**src/rtl/rv32_hazard_ctrl.sv**
```systemverilog
// Hazard controller for the 5-stage RV32 pipeline: forwarding selects, load-use stall, multi-cycle
// busy FSM with watchdog, redirect flush and dmem freeze. Optional perf counters: RV32_HAZARD_PERF_CNT_EN.
module rv32_hazard_ctrl #(
  parameter int REG_ADDR_W    = 5,
  parameter int MC_MAX_CYCLES = 64,
  parameter int CNT_W         = 32
) (
  input  logic                  clk,
  input  logic                  rst_n,
  input  logic [REG_ADDR_W-1:0] id_rs1,
  input  logic [REG_ADDR_W-1:0] id_rs2,
  input  logic                  id_rs1_used,
  input  logic                  id_rs2_used,
  input  logic [REG_ADDR_W-1:0] ex_rs1,
  input  logic [REG_ADDR_W-1:0] ex_rs2,
  input  logic [REG_ADDR_W-1:0] ex_rd,
  input  logic                  ex_mem_read,
  input  logic                  ex_mc_start,
  input  logic                  ex_redirect,
  input  logic                  mc_done,
  input  logic [REG_ADDR_W-1:0] mem_rd,
  input  logic [REG_ADDR_W-1:0] wb_rd,
  input  logic                  mem_regwrite,
  input  logic                  wb_regwrite,
  input  logic                  mem_mem_read,
  input  logic                  dmem_wait,
  output logic [1:0]            forward_rs1,
  output logic [1:0]            forward_rs2,
  output logic                  pc_stall,
  output logic                  if_id_stall,
  output logic                  id_ex_stall,
  output logic                  ex_mem_stall,
  output logic                  mem_wb_stall,
  output logic                  if_id_bubble,
  output logic                  id_ex_bubble,
  output logic                  ex_mem_bubble,
  output logic                  mc_timeout,
  input  logic                  perf_clr,
  output logic [CNT_W-1:0]      perf_lu_stalls,
  output logic [CNT_W-1:0]      perf_mc_stalls,
  output logic [CNT_W-1:0]      perf_flushes,
  output logic                  dbg_busy
);

  localparam int WD_W = 16;
  localparam logic [WD_W-1:0] WD_LAST = WD_W'(MC_MAX_CYCLES - 1);

  typedef enum logic {ST_IDLE = 1'b0, ST_BUSY = 1'b1} state_e;
  typedef enum logic [2:0] {
    ACT_NONE, ACT_MEM_WAIT, ACT_MC_STALL, ACT_FLUSH, ACT_LOAD_USE
  } action_e;

  state_e          state_q, state_d;
  logic [WD_W-1:0] wd_q, wd_d;
  logic            load_use;
  logic            wd_expire;
  logic            mc_stall;
  action_e         action;

  // A load in MEM has no data yet, so only non-load MEM results are forwardable.
  function automatic logic [1:0] fwd_sel(
    input logic [REG_ADDR_W-1:0] rs,
    input logic [REG_ADDR_W-1:0] m_rd,
    input logic                  m_we,
    input logic                  m_ld,
    input logic [REG_ADDR_W-1:0] w_rd,
    input logic                  w_we
  );
    logic [1:0] sel;
    sel = 2'b00;
    if (rs != '0) begin
      if (m_we && !m_ld && (rs == m_rd)) sel = 2'b01;
      else if (w_we && (rs == w_rd))    sel = 2'b10;
    end
    return sel;
  endfunction

  always_comb begin
    forward_rs1 = 2'b00;
    forward_rs2 = 2'b00;
    if (rst_n) begin
      forward_rs1 = fwd_sel(ex_rs1, mem_rd, mem_regwrite, mem_mem_read, wb_rd, wb_regwrite);
      forward_rs2 = fwd_sel(ex_rs2, mem_rd, mem_regwrite, mem_mem_read, wb_rd, wb_regwrite);
    end
  end

  always_comb begin
    load_use  = ex_mem_read && (ex_rd != '0) &&
                ((id_rs1_used && (id_rs1 == ex_rd)) || (id_rs2_used && (id_rs2 == ex_rd)));
    // The watchdog is frozen by dmem_wait, expiry included.
    wd_expire = (state_q == ST_BUSY) && !mc_done && !dmem_wait && (wd_q == WD_LAST);
    mc_stall  = ((state_q == ST_IDLE) && ex_mc_start && !mc_done) ||
                ((state_q == ST_BUSY) && !mc_done && !wd_expire);
  end

  always_comb begin
    action = ACT_NONE;
    if (!rst_n)            action = ACT_NONE;
    else if (dmem_wait)    action = ACT_MEM_WAIT;
    else if (mc_stall)     action = ACT_MC_STALL;
    else if (ex_redirect)  action = ACT_FLUSH;
    else if (load_use)     action = ACT_LOAD_USE;
  end

  always_comb begin
    pc_stall      = 1'b0;
    if_id_stall   = 1'b0;
    id_ex_stall   = 1'b0;
    ex_mem_stall  = 1'b0;
    mem_wb_stall  = 1'b0;
    if_id_bubble  = 1'b0;
    id_ex_bubble  = 1'b0;
    ex_mem_bubble = 1'b0;
    case (action)
      ACT_MEM_WAIT: begin
        pc_stall     = 1'b1;
        if_id_stall  = 1'b1;
        id_ex_stall  = 1'b1;
        ex_mem_stall = 1'b1;
        mem_wb_stall = 1'b1;
      end
      ACT_MC_STALL: begin
        pc_stall      = 1'b1;
        if_id_stall   = 1'b1;
        id_ex_stall   = 1'b1;
        ex_mem_bubble = 1'b1;
      end
      ACT_FLUSH: begin
        if_id_bubble = 1'b1;
        id_ex_bubble = 1'b1;
      end
      ACT_LOAD_USE: begin
        pc_stall     = 1'b1;
        if_id_stall  = 1'b1;
        id_ex_bubble = 1'b1;
      end
      default: ;
    endcase
  end

  assign mc_timeout = wd_expire;
  assign dbg_busy   = (state_q == ST_BUSY);

  always_comb begin
    state_d = state_q;
    wd_d    = wd_q;
    case (state_q)
      ST_IDLE: begin
        if (ex_mc_start && !mc_done && !dmem_wait) begin
          state_d = ST_BUSY;
          wd_d    = WD_W'(1);
        end
      end
      ST_BUSY: begin
        if (mc_done || wd_expire) begin
          state_d = ST_IDLE;
          wd_d    = '0;
        end else if (!dmem_wait) begin
          wd_d = wd_q + WD_W'(1);
        end
      end
      default: begin
        state_d = ST_IDLE;
        wd_d    = '0;
      end
    endcase
  end

  always_ff @(posedge clk or negedge rst_n) begin
    if (!rst_n) begin
      state_q <= ST_IDLE;
      wd_q    <= '0;
    end else begin
      state_q <= state_d;
      wd_q    <= wd_d;
    end
  end

`ifdef RV32_HAZARD_PERF_CNT_EN
  logic [CNT_W-1:0] lu_cnt_q, mc_cnt_q, fl_cnt_q;

  // Saturating counters; a clear wins over a same-cycle increment.
  always_ff @(posedge clk or negedge rst_n) begin
    if (!rst_n) begin
      lu_cnt_q <= '0;
      mc_cnt_q <= '0;
      fl_cnt_q <= '0;
    end else if (perf_clr) begin
      lu_cnt_q <= '0;
      mc_cnt_q <= '0;
      fl_cnt_q <= '0;
    end else begin
      if ((action == ACT_LOAD_USE) && (lu_cnt_q != '1)) lu_cnt_q <= lu_cnt_q + CNT_W'(1);
      if ((action == ACT_MC_STALL) && (mc_cnt_q != '1)) mc_cnt_q <= mc_cnt_q + CNT_W'(1);
      if ((action == ACT_FLUSH) && (fl_cnt_q != '1))    fl_cnt_q <= fl_cnt_q + CNT_W'(1);
    end
  end

  assign perf_lu_stalls = lu_cnt_q;
  assign perf_mc_stalls = mc_cnt_q;
  assign perf_flushes   = fl_cnt_q;
`else
  logic unused_perf_clr;
  assign unused_perf_clr = perf_clr;
  assign perf_lu_stalls  = '0;
  assign perf_mc_stalls  = '0;
  assign perf_flushes    = '0;
`endif

endmodule

```
**config.mk**
```make
export PLATFORM = sky130hd
export DESIGN_NAME = rv32_hazard_ctrl
export DESIGN_NICKNAME = d
export VERILOG_FILES = /design/src/rtl/rv32_hazard_ctrl.sv
export SDC_FILE = /design/constraint.sdc
export NUM_CORES = 1
export LEC_CHECK = 0
export BUFFER_PORTS_ARGS = -buffer_cell sky130_fd_sc_hd__buf_2
export CAP_MARGIN = 20
export CORE_ASPECT_RATIO = 1.1
export CORE_UTILIZATION = 30
export DETAILED_ROUTE_END_ITERATION = 16
export SLEW_MARGIN = 5
export SYNTH_ARGS = -nofsm -noshare
export SYNTH_HDL_FRONTEND = slang
export SYNTH_SLANG_ARGS = --single-unit
```
**constraint.sdc**
```tcl
create_clock -name clk -period 2 [get_ports clk]
set_clock_uncertainty 0.1 [all_clocks]
set_input_delay 0.2 -clock clk [delete_from_list [all_inputs] [get_ports clk]]
set_output_delay 0.2 -clock clk [all_outputs]
set_load 0.01 [all_outputs]
```
==> results of run 1 <==
==> tightest hold or removal path, cell delays in order <==
cell,delay [ps]
buf_2,120
a22oi_2,60
nor2_1,80
==> cells in the final DEF (no fill, tap or decap), drive strengths merged, types with 2 or more instances in the layout <==
| cell | n |
|---|---|
| conb | 96 |
| buf | 81 |
| xnor2 | 20 |
| dfrtp | 17 |
| nand3 | 12 |
| o21ai | 12 |
| xor2 | 11 |
| nand2 | 11 |
| nor2 | 11 |
| nand4 | 9 |
| a21oi | 9 |
| nor4 | 8 |
| or3 | 6 |
| or4 | 6 |
| nor3b | 5 |
| and4 | 5 |
| inv | 4 |
| clkbuf | 4 |
| nand2b | 3 |
| and3 | 3 |
| nor3 | 2 |
| a211oi | 2 |
| o22ai | 2 |
| o31ai | 2 |
| nor2b | 2 |
| a22oi | 2 |
| o2111ai | 2 |
==> final timing paths <==
kind / startpoint / to / slack [ps] / depth (start not counted)
worst max-delay path: wd_q[1]$_DFFE_PN0P_ / id_ex_bubble / -170 / 6
worst min-delay path: ex_mc_start / dbg_busy$_DFF_PN0_ / 140 / 3
worst max register to register: wd_q[1]$_DFFE_PN0P_ / wd_q[15]$_DFFE_PN0P_ / -30 / 9
worst min register to register: wd_q[15]$_DFFE_PN0P_ / wd_q[15]$_DFFE_PN0P_ / 460 / 2
max in group asynchronous: rst_n / wd_q[8]$_DFFE_PN0P_ / 1290 / 3
min in group asynchronous: rst_n / wd_q[14]$_DFFE_PN0P_ / 350 / 3
==> per-stage QoR <==
step           TNS [ps]  power, mW  hold WS (ps)
3_3_place_gp          0     0.6983         90.37
4_1_cts          -725.7     0.9697         150.6
5_1_grt           -1968      1.036         160.2
2_1_floorplan         0     0.7187        -195.6
6_report         -894.0     0.9692         138.8
3_5_place_dp          0     0.7025         96.76
==> what timing repair did <==
item / 4_1_cts / 5_1_grt
setup endpoints to repair: 7 / 17
hold endpoints to repair: 17 / 0
resized for setup: 12 / 12
pin swaps: 6 / 6
buffers inserted: 5 / 1
hold buffers: 1 / 0
==> synthesized netlist by cell type, drive strengths merged (2+ instances only) <==
cell       n
a21oi      9
and3       3
or3        6
nand4      9
xor2      11
nand3     12
o31ai      2
inv        4
nor3b      5
nor2b      2
nand2     11
o22ai      2
dfrtp     17
nor4       8
a211oi     2
xnor2     20
a22oi      2
nor2      11
o2111ai    2
o21ai     12
or4        6
buf      104
and4       5
nor3       2
nand2b     3
==> per-layer routing <==
layer	track usage [%]	part of all wire [%]	vias up
met1	13.41	38	894
met4	5.139	2.5	0
li1	-	-	943
met5	0	0	-
met2	23.13	53	121
met3	0.4394	6.0	11
==> where the power goes <==
group	leakage (nW)	internal [mW]	switching [mW]	total, mW
Combinational	0.996	0.130	0.224	0.354
Clock	0.0228	0.141	0.114	0.255
Sequential	0.234	0.352	0.00769	0.360
Total	1.25	0.623	0.346	0.969
==> registers in the layout, summed over array words and instances, names as in the netlist <==
signal,flops
dbg_busy,1
wd_q,16
==> final cells by class <==
class / count / area (um2) / share of cell area [%]
multi-input cells: 252 / 1510 / 58.14
inverters: 4 / 15.01 / 0.5780
repair buffers: 82 / 493.0 / 18.98
flip-flops and latches: 17 / 425.4 / 16.38
clock buffers: 4 / 45.04 / 1.734
well taps: 87 / 108.9 / 4.191
==> cell families after synthesis <==
group	count (synthesis)	synth area share, %
buffers and inverters	108	34.55
and+or+nand+nor	87	23.05
AOI/OAI and AO/OA	36	10.90
xor gates and xnor gates	31	11.83
DFF	17	18.53
adders and majority gates	1	0.5449
other	1	0.1633
muxes	1	0.4360
==> flow_summary_export.csv, run 1 <==
group,metric,value,unit
clocking,ctsHtreeMaxLevel,1,
synth,yosys_register_bits,17,
layout,fillers,768,
synth,synth_warnings,0,
drt,drtIter0Drc,106,
setup_path,critPathKind,"reg2out",
synth,synth_ff_type,"dfrtp_1",
clocking,numCtsBuffers,3,
run_status,status,"finished, violations left",
placement,dp_hpwl,4.014,mm
timing,hold_viol_final,0,
layout,final-instance-count-excl-fill,446,
grt,grtUsageTotal,11.91,%
synth,synth_cell_types,48,
synth,yosysSeqAreaShare,18.53,%
timing,fin_ws,-168.0,ps
setup_path,endpoint_kind,"primary output",
synth,synth_edf_count,0,
floorplan,dieWidth,85.41,um
grt,grt_pass1_wl,7.748,mm
hold_path,worstHoldPathType,"in2reg",
timing,setup_viol,14,
timing,max_freq,461.3,MHz
floorplan,dieArea,8007,um2
layout,fin_nets,409,
floorplan,std_cell_rows,33,
drt,vias_per_cell,4.415,
clocking,insertion_delay,250,ps
grt,grt_max_degree,20,
setup_path,cp-start-kind,"flip-flop",
drt,drc,0,
clocking,cts_tree,"yes",
setup_path,max_stage_delay,380,ps
timing,finalCritPeriodShare,108.4,%
synth,syn_avg_cell_area,8.142,um2
timing,final-max-slew-violation-count,0,
setup_path,critPathBufInv,1,
floorplan,core,7432,um2
grt,grt-ovfl-total,0,
drt,dr.pass1.iters,6,
synth,synth.cell_area,2296,um2
grt,antenna_found_initial,0,
pwr,vdd_drop_max,0.0001614,V
pwr,power.density,373.1,nW/um2
setup_path,arrival,1870,ps
clocking,cts.sinks,17,
layout,synthToLayoutAreaGrowth,13.13,%
grt,grt_pass1_vias,1677,
run,cap_viol_max_count,0,
drt,vias,1969,
clocking,path_clk_slew,70,ps
layout,utilization,34.95,%
drt,wl,4.935,mm
drt,antenna_left,0,
floorplan,floorplan.initialDensity,30.89,%
setup_path,cpMaxStageDelayCell,"a221o_1",
synth,synth_top_area_share,32.04,%
floorplan,pin_count,158,
floorplan,die_h,93.75,um
placement,dpl-instance-area,2404,um2
placement,post-place-ws,35.18,ps
layout,num_antenna_cells,0,
layout,drive_gt1_share,30.92,%
run_status,violations,"negative setup slack",
setup_path,crit_fanout,4,
synth,synth_largest_area_cell,"buf_4",
clocking,clock_path_buffers,2,
pwr,power_leakage,1.252,nW
setup_path,crit_chain,"ha_2, and4b_1, nand4_1, a221o_1, a21oi_1, buf_2",
setup_path,cp_data_required_time,1700,ps
layout,fin_area,2597,um2
drt,wl_per_cell,11.07,um
setup_path,cp_top_family,"compound AO/OA/AOI/OAI gates",
synth,postSynthCellCount,282,
timing,grt_setup_unrepaired,"yes",
synth,synthTopCellsByArea,"buf_4, dfrtp_1, xnor2_1",
placement,io_buffer_count,60,
timing,fin_crit,2168,ps
synth,synth-async-reset-ratio,100.0,%
placement,gp_congestion,0.8931,
placement,dpl.cell_count,436,
clocking,cts_root_buf,"clkbuf_8",
Note: power is estimated with default switching activity, not from simulation.
==> run 2, diff against run 1 <==
--- a/config.mk
+++ b/config.mk
@@ -12,2 +12,3 @@
 export DETAILED_ROUTE_END_ITERATION = 16
+export RECOVER_POWER = 100
 export SLEW_MARGIN = 5
--- a/constraint.sdc
+++ b/constraint.sdc
@@ -4,2 +4,2 @@
 set_output_delay 0.2 -clock clk [all_outputs]
-set_load 0.01 [all_outputs]
+set_load 0.05 [all_outputs]
==> run 2 against run 1 <==
The run still ends with negative setup slack left. Sequential power is essentially flat. First-iteration DRC count shrank 42%. Maximum frequency down 4.1%. Die area unchanged. Clock power rose by 5%. Sequential cell count did not move. Power rose by 40%. Non-clock buffer count rose by 15. Cell count rose by 3.4%. Largest cell class unchanged.
==> flow_summary_export.csv, run 2 (synthesized netlist as in run 1, its figures left out) <==
group,metric,value,unit
timing,hold_viol_final,0,
hold_path,min_path_cells,2,
placement,dpl-instance-area,2628,um2
drt,drtIter0Drc,62,
run_status,violations,"negative setup slack",
grt,grt_max_degree,18,
setup_path,endpoint_kind,"primary output",
drt,vias,2026,
drt,vias_per_cell,4.395,
clocking,cts_tree,"yes",
drt,wl,5.139,mm
timing,fin_crit,2261,ps
setup_path,cpMaxStageDelayCell,"dfrtp_1",
timing,final-max-slew-violation-count,0,
clocking,insertion_delay,260,ps
placement,dp_hpwl,4.253,mm
setup_path,cp-start-kind,"flip-flop",
layout,fin_area,2754,um2
clocking,clock_path_buffers,2,
layout,top_register,"wd_q",
timing,maxSlewHeadroom,47.57,%
grt,grtUsageTotal,12.66,%
run_status,status,"finished, violations left",
grt,antenna_found_initial,0,
layout,mostFrequentLayoutCell,"conb_1",
layout,num_antenna_cells,0,
drt,antenna_left,0,
hold_path,hold_end,"wd_q[0]$_DFFE_PN0P_",
timing,setup_viol,7,
clocking,cts.sinks,17,
setup_path,crit_fanout,2,
layout,seq_area,426.7,um2
hold_path,hold_start,"mc_done",
layout,largest_reg_flops,16,
layout,fillers,758,
floorplan,core,7432,um2
layout,multiInputGateArea,1535,um2
grt,grt-ovfl-total,0,
floorplan,dieArea,8007,um2
floorplan,pin_count,158,
timing,finalCritPeriodShare,113.0,%
clocking,ctsHtreeMaxLevel,1,
setup_path,rr_endpoint,"wd_q[7]$_DFFE_PN0P_",
placement,io_buffer_count,60,
timing,fin_ws,-260.7,ps
clocking,cts_root_buf,"clkbuf_8",
drt,wl_per_cell,11.15,um
layout,mostFrequentLayoutCells,"conb_1, buf_2, buf_4, xnor2_1, dfrtp_1",
setup_path,arrival,1960,ps
setup_path,max_stage_delay,350,ps
placement,gp_congestion,0.8011,
layout,fin_nets,424,
floorplan,dieWidth,85.41,um
grt,grt_pass1_vias,1763,
floorplan,die_h,93.75,um
setup_path,cp_data_required_time,1700,ps
layout,synthToLayoutAreaGrowth,19.95,%
timing,tightest_slew,783.8,ps
setup_path,crit_chain,"ha_2, and4b_1, nand4_1, buf_4, a221o_1, a21oi_4, buf_6",
clocking,numCtsBuffers,3,
floorplan,std_cell_rows,33,
timing,grt_setup_unrepaired,"yes",
grt,grt_pass1_wl,8.052,mm
setup_path,rrSetupSlack,70,ps
run,cap_viol_max_count,0,
floorplan,floorplan.initialDensity,30.89,%
pwr,power_leakage,1.314,nW
hold_path,worstHoldPathType,"in2reg",
drt,drc,0,
pwr,vdd_drop_max,0.0001725,V
drt,dr.pass1.iters,4,
pwr,finalPower,1.354,mW
pwr,power.density,491.5,nW/um2
timing,max_freq,442.3,MHz
clocking,path_clk_slew,70,ps
layout,drive_gt1_share,31.82,%
setup_path,reg2regPathDepth,4,
setup_path,timing.rr.start,"dbg_busy$_DFF_PN0_",
setup_path,critPathKind,"reg2out",
[run 2: cell types whose count changed in the layout (fill, tap and decap cells not counted), sizes merged]
cell	before	now
clkbuf	4	13
buf	81	86
clkinv	0	1
[run 2: repair_timing]
item,CTS,global route
endpoints found under the hold margin,17,0
hold buffers,1,0
cloned,0,0
pin swaps,5,5
endpoints found under the setup margin,7,11
resized for setup,20,1
buffers inserted,0,2
[run 2: where the power goes]
part           total (mW)  switching (mW)  internal, mW
registers           0.357         0.00505         0.352
clock network       0.269           0.131         0.139
logic               0.727           0.581         0.146
[run 2: critical path, delay by kind of cell, from the launching register on]
family / cells / cell delay, ps
compound gates: 2 / 460
simple gates: 2 / 370
flops: 1 / 350
buf+inv: 2 / 340
fa+ha+maj: 1 / 180
[run 2: final cells by class]
type / instances / area share (%)
Tap cell: 87 / 3.953
Clock inverter: 1 / 0.1817
Timing Repair Buffer: 97 / 22.58
Multi-Input combinational cell: 252 / 55.75
Inverter: 4 / 0.5452
Sequential cell: 17 / 15.49
Clock buffer: 3 / 1.499
[run 2: worst max path at each step]
| stage | startpoint | end | slack [ps] | depth (start not counted) |
|---|---|---|---|---|
| 2_1_floorplan | wd_q[0]$_DFFE_PN0P_ | ex_mem_bubble | -110 | 6 |
| 3_3_place_gp | wd_q[0]$_DFFE_PN0P_ | if_id_stall | -30 | 7 |
| 3_5_place_dp | wd_q[0]$_DFFE_PN0P_ | if_id_stall | -80 | 7 |
| 4_1_cts | wd_q[0]$_DFFE_PN0P_ | if_id_stall | -300 | 7 |
| 5_1_grt | wd_q[0]$_DFFE_PN0P_ | id_ex_bubble | -390 | 7 |
| 6_report | wd_q[0]$_DFFE_PN0P_ | id_ex_bubble | -260 | 7 |
[run 2: layer usage]
metal	global-route usage, %	wire, um	vias up
met5	0	0	-
met4	3.333	63	0
met3	2.109	369	7
met2	24.07	2666	102
met1	14.50	2040	944
li1	-	-	973
[run 2: through the flow]
| step | std cells | setup WS, ps | hold slack [ps] | utilization (%) | TNS (ps) |
|---|---|---|---|---|---|
| after floorplan | 377 | -110.0 | -195.6 | - | -306.1 |
| after global placement | 454 | -31.87 | 90.05 | 35.35 | -114.7 |
| after detailed placement | 454 | -84.80 | 105.1 | 35.35 | -267.5 |
| after CTS | 459 | -297.3 | 152.9 | 37.14 | -1592 |
| after global routing | 461 | -389.8 | 181.8 | 37.05 | -2382 |
| final | 461 | -260.7 | 151.7 | 37.05 | -1375 |
==> run 3, diff against run 2 <==
- CELL_PAD_IN_SITES_DETAIL_PLACEMENT: unset -> 0
- CELL_PAD_IN_SITES_GLOBAL_PLACEMENT: unset -> 2
- CORE_UTILIZATION: 30 -> 21
- PLACE_DENSITY_LB_ADDON: unset -> 0.1
==> run 3 against run 2 <==
The run still ends with negative setup slack left. Non-clock buffer count is 3 lower. Design area is 4.8% higher. Clock-buffer cell count stayed put. Register-to-register slack better by 40 ps. Setup slack better by 24 ps. Cell count is 11% higher. Global-route usage is 2.5 points lower. Power is 12% higher.
==> flow_summary_export.csv, run 3 (synthesized netlist as in run 1, its figures left out) <==
group,metric,value,unit
layout,mostFrequentLayoutCells,"conb_1, buf_2, buf_4, xnor2_1, dfrtp_1",
layout,fin_nets,421,
setup_path,cp-start-kind,"flip-flop",
layout,synthToLayoutAreaGrowth,25.72,%
pwr,clkPwrFrac,27.6,%
timing,grt_setup_unrepaired,"yes",
timing,fin_ws,-236.6,ps
grt,grt_pass1_vias,1833,
setup_path,cp_data_required_time,1700,ps
timing,max_freq,447.1,MHz
setup_path,endpoint_kind,"primary output",
drt,wl,6.061,mm
floorplan,floorplan.initialDensity,21.88,%
pwr,finalPower,1.517,mW
timing,maxSlewHeadroom,41.64,%
timing,tightest_slew,872.6,ps
pwr,power_leakage,1.335,nW
clocking,numCtsBuffers,3,
layout,top_register,"wd_q",
grt,grt_pass1_wl,9.101,mm
clocking,cts_root_buf,"clkbuf_16",
pwr,p_seq_share,23.5,%
setup_path,critPathKind,"reg2out",
clocking,cts_tree,"yes",
clocking,ctsHtreeMaxLevel,1,
floorplan,std_cell_rows,39,
pwr,vdd_drop_max,0.0002540,V
clocking,clock_path_buffers,2,
grt,antenna_found_initial,0,
timing,fin_crit,2237,ps
drt,vias,1974,
timing,final-max-slew-violation-count,0,
timing,finalCritPeriodShare,111.8,%
clocking,path_clk_slew,60,ps
pwr,switching_share,49.09,%
setup_path,critPathBufInv,2,
grt,grt_max_degree,18,
layout,largest_reg_flops,16,
clocking,cts.sinks,17,
pwr,power.density,525.4,nW/um2
drt,drc,0,
floorplan,die_h,111.7,um
run_status,violations,"negative setup slack",
layout,mostFrequentLayoutCell,"conb_1",
setup_path,crit_chain,"ha_2, and4b_1, nand4_1, buf_6, a221o_1, a21oi_4, buf_6",
placement,gp_congestion,0.7124,
timing,hold_viol_final,0,
setup_path,cpMaxStageDelayCell,"dfrtp_1",
placement,dp_hpwl,4.894,mm
layout,num_antenna_cells,0,
pwr,internal_power,772.1,uW
drt,drtIter0Drc,41,
setup_path,cp_common_cell,"buf_6",
floorplan,dieArea,11360,um2
drt,antenna_left,0,
floorplan,pin_count,158,
setup_path,max_stage_delay,350,ps
drt,dr.pass1.iters,4,
pwr,p_switching,744.6,uW
grt,grt-ovfl-total,0,
run,cap_viol_max_count,0,
floorplan,dieWidth,101.7,um
floorplan,core,10490,um2
setup_path,crit_fanout,4,
timing,setup_viol,7,
setup_path,cp.depth,7,
layout,drive_gt1_share,33.15,%
drt,vias_per_cell,3.840,
run_status,status,"finished, violations left",
setup_path,cp_top_family,"compound AO/OA/AOI/OAI gates",
drt,wl_per_cell,11.79,um
timing,fin_setup_tns,-1089,ps
hold_path,worstHoldPathType,"in2reg",
clocking,insertion_delay,250,ps
placement,io_buffer_count,60,
setup_path,arrival,1940,ps
pwr,p_comb_share,48.9,%
grt,grtUsageTotal,10.16,%
hold_path,min_path_cells,2,
setup_path,reg2regPathDepth,9,
placement,post-place-ws,-118.4,ps
[run 3: power groups by stage]
| stage | Sequential, mW | Combinational (mW) | Clock [mW] |
|---|---|---|---|
| floorplan | 0.374 | 0.715 | 0 |
| global placement | 0.363 | 0.715 | 0 |
| detailed placement | 0.364 | 0.714 | 0 |
| CTS | 0.357 | 0.741 | 0.424 |
| global route | 0.358 | 0.784 | 0.434 |
| finish | 0.357 | 0.742 | 0.418 |
[run 3: final timing paths]
| path | from | endpoint | slack (ps) |
|---|---|---|---|
| setup reg to reg | wd_q[0]$_DFFE_PN0P_ | dbg_busy$_DFF_PN0_ | 110 |
| hold / removal | mc_done | dbg_busy$_DFF_PN0_ | 180 |
| min in group asynchronous | rst_n | wd_q[15]$_DFFE_PN0P_ | 740 |
| max in group asynchronous | rst_n | dbg_busy$_DFF_PN0_ | 470 |
| hold reg to reg | wd_q[2]$_DFFE_PN0P_ | wd_q[2]$_DFFE_PN0P_ | 490 |
| setup / recovery | wd_q[0]$_DFFE_PN0P_ | id_ex_bubble | -240 |
[run 3: final cells by class]
cell class / instances / area, um2
Clock buffer: 3 / 75.07
Tap cell: 143 / 178.9
Fill cell: 1179 / 7605
Multi-Input combinational cell: 252 / 1567
Timing Repair Buffer: 94 / 619.3
Inverter: 4 / 15.01
Clock inverter: 1 / 5.005
Sequential cell: 17 / 426.7
[run 3: per-layer routing]
layer	vias up	track usage (%)	wire (um)
li1	968	-	-
met1	901	13.24	2761
met2	101	17.25	2787
met3	4	1.381	448
met4	0	2.899	63
met5	-	0	0
[run 3: through the flow]
step                hold slack (ps)  utilization [%]  area, um2  instances
floorplan                    -195.6                -       2748        377
global placement              107.2            25.35       2660        505
detailed placement            105.2            25.35       2660        505
CTS                           167.1            27.64       2900        514
global route                  202.4            27.51       2887        514
finish                        177.6            27.51       2887        514
[run 3: repair_timing]
| action | 4_1_cts | 5_1_grt |
|---|---|---|
| pin swaps | 4 | 3 |
| endpoints found under the setup margin | 7 | 19 |
| hold endpoints to repair | 17 | 0 |
| setup buffers | 4 | 1 |
| resized for setup | 27 | 0 |
| gates cloned | 0 | 0 |
| hold buffers | 1 | 0 |
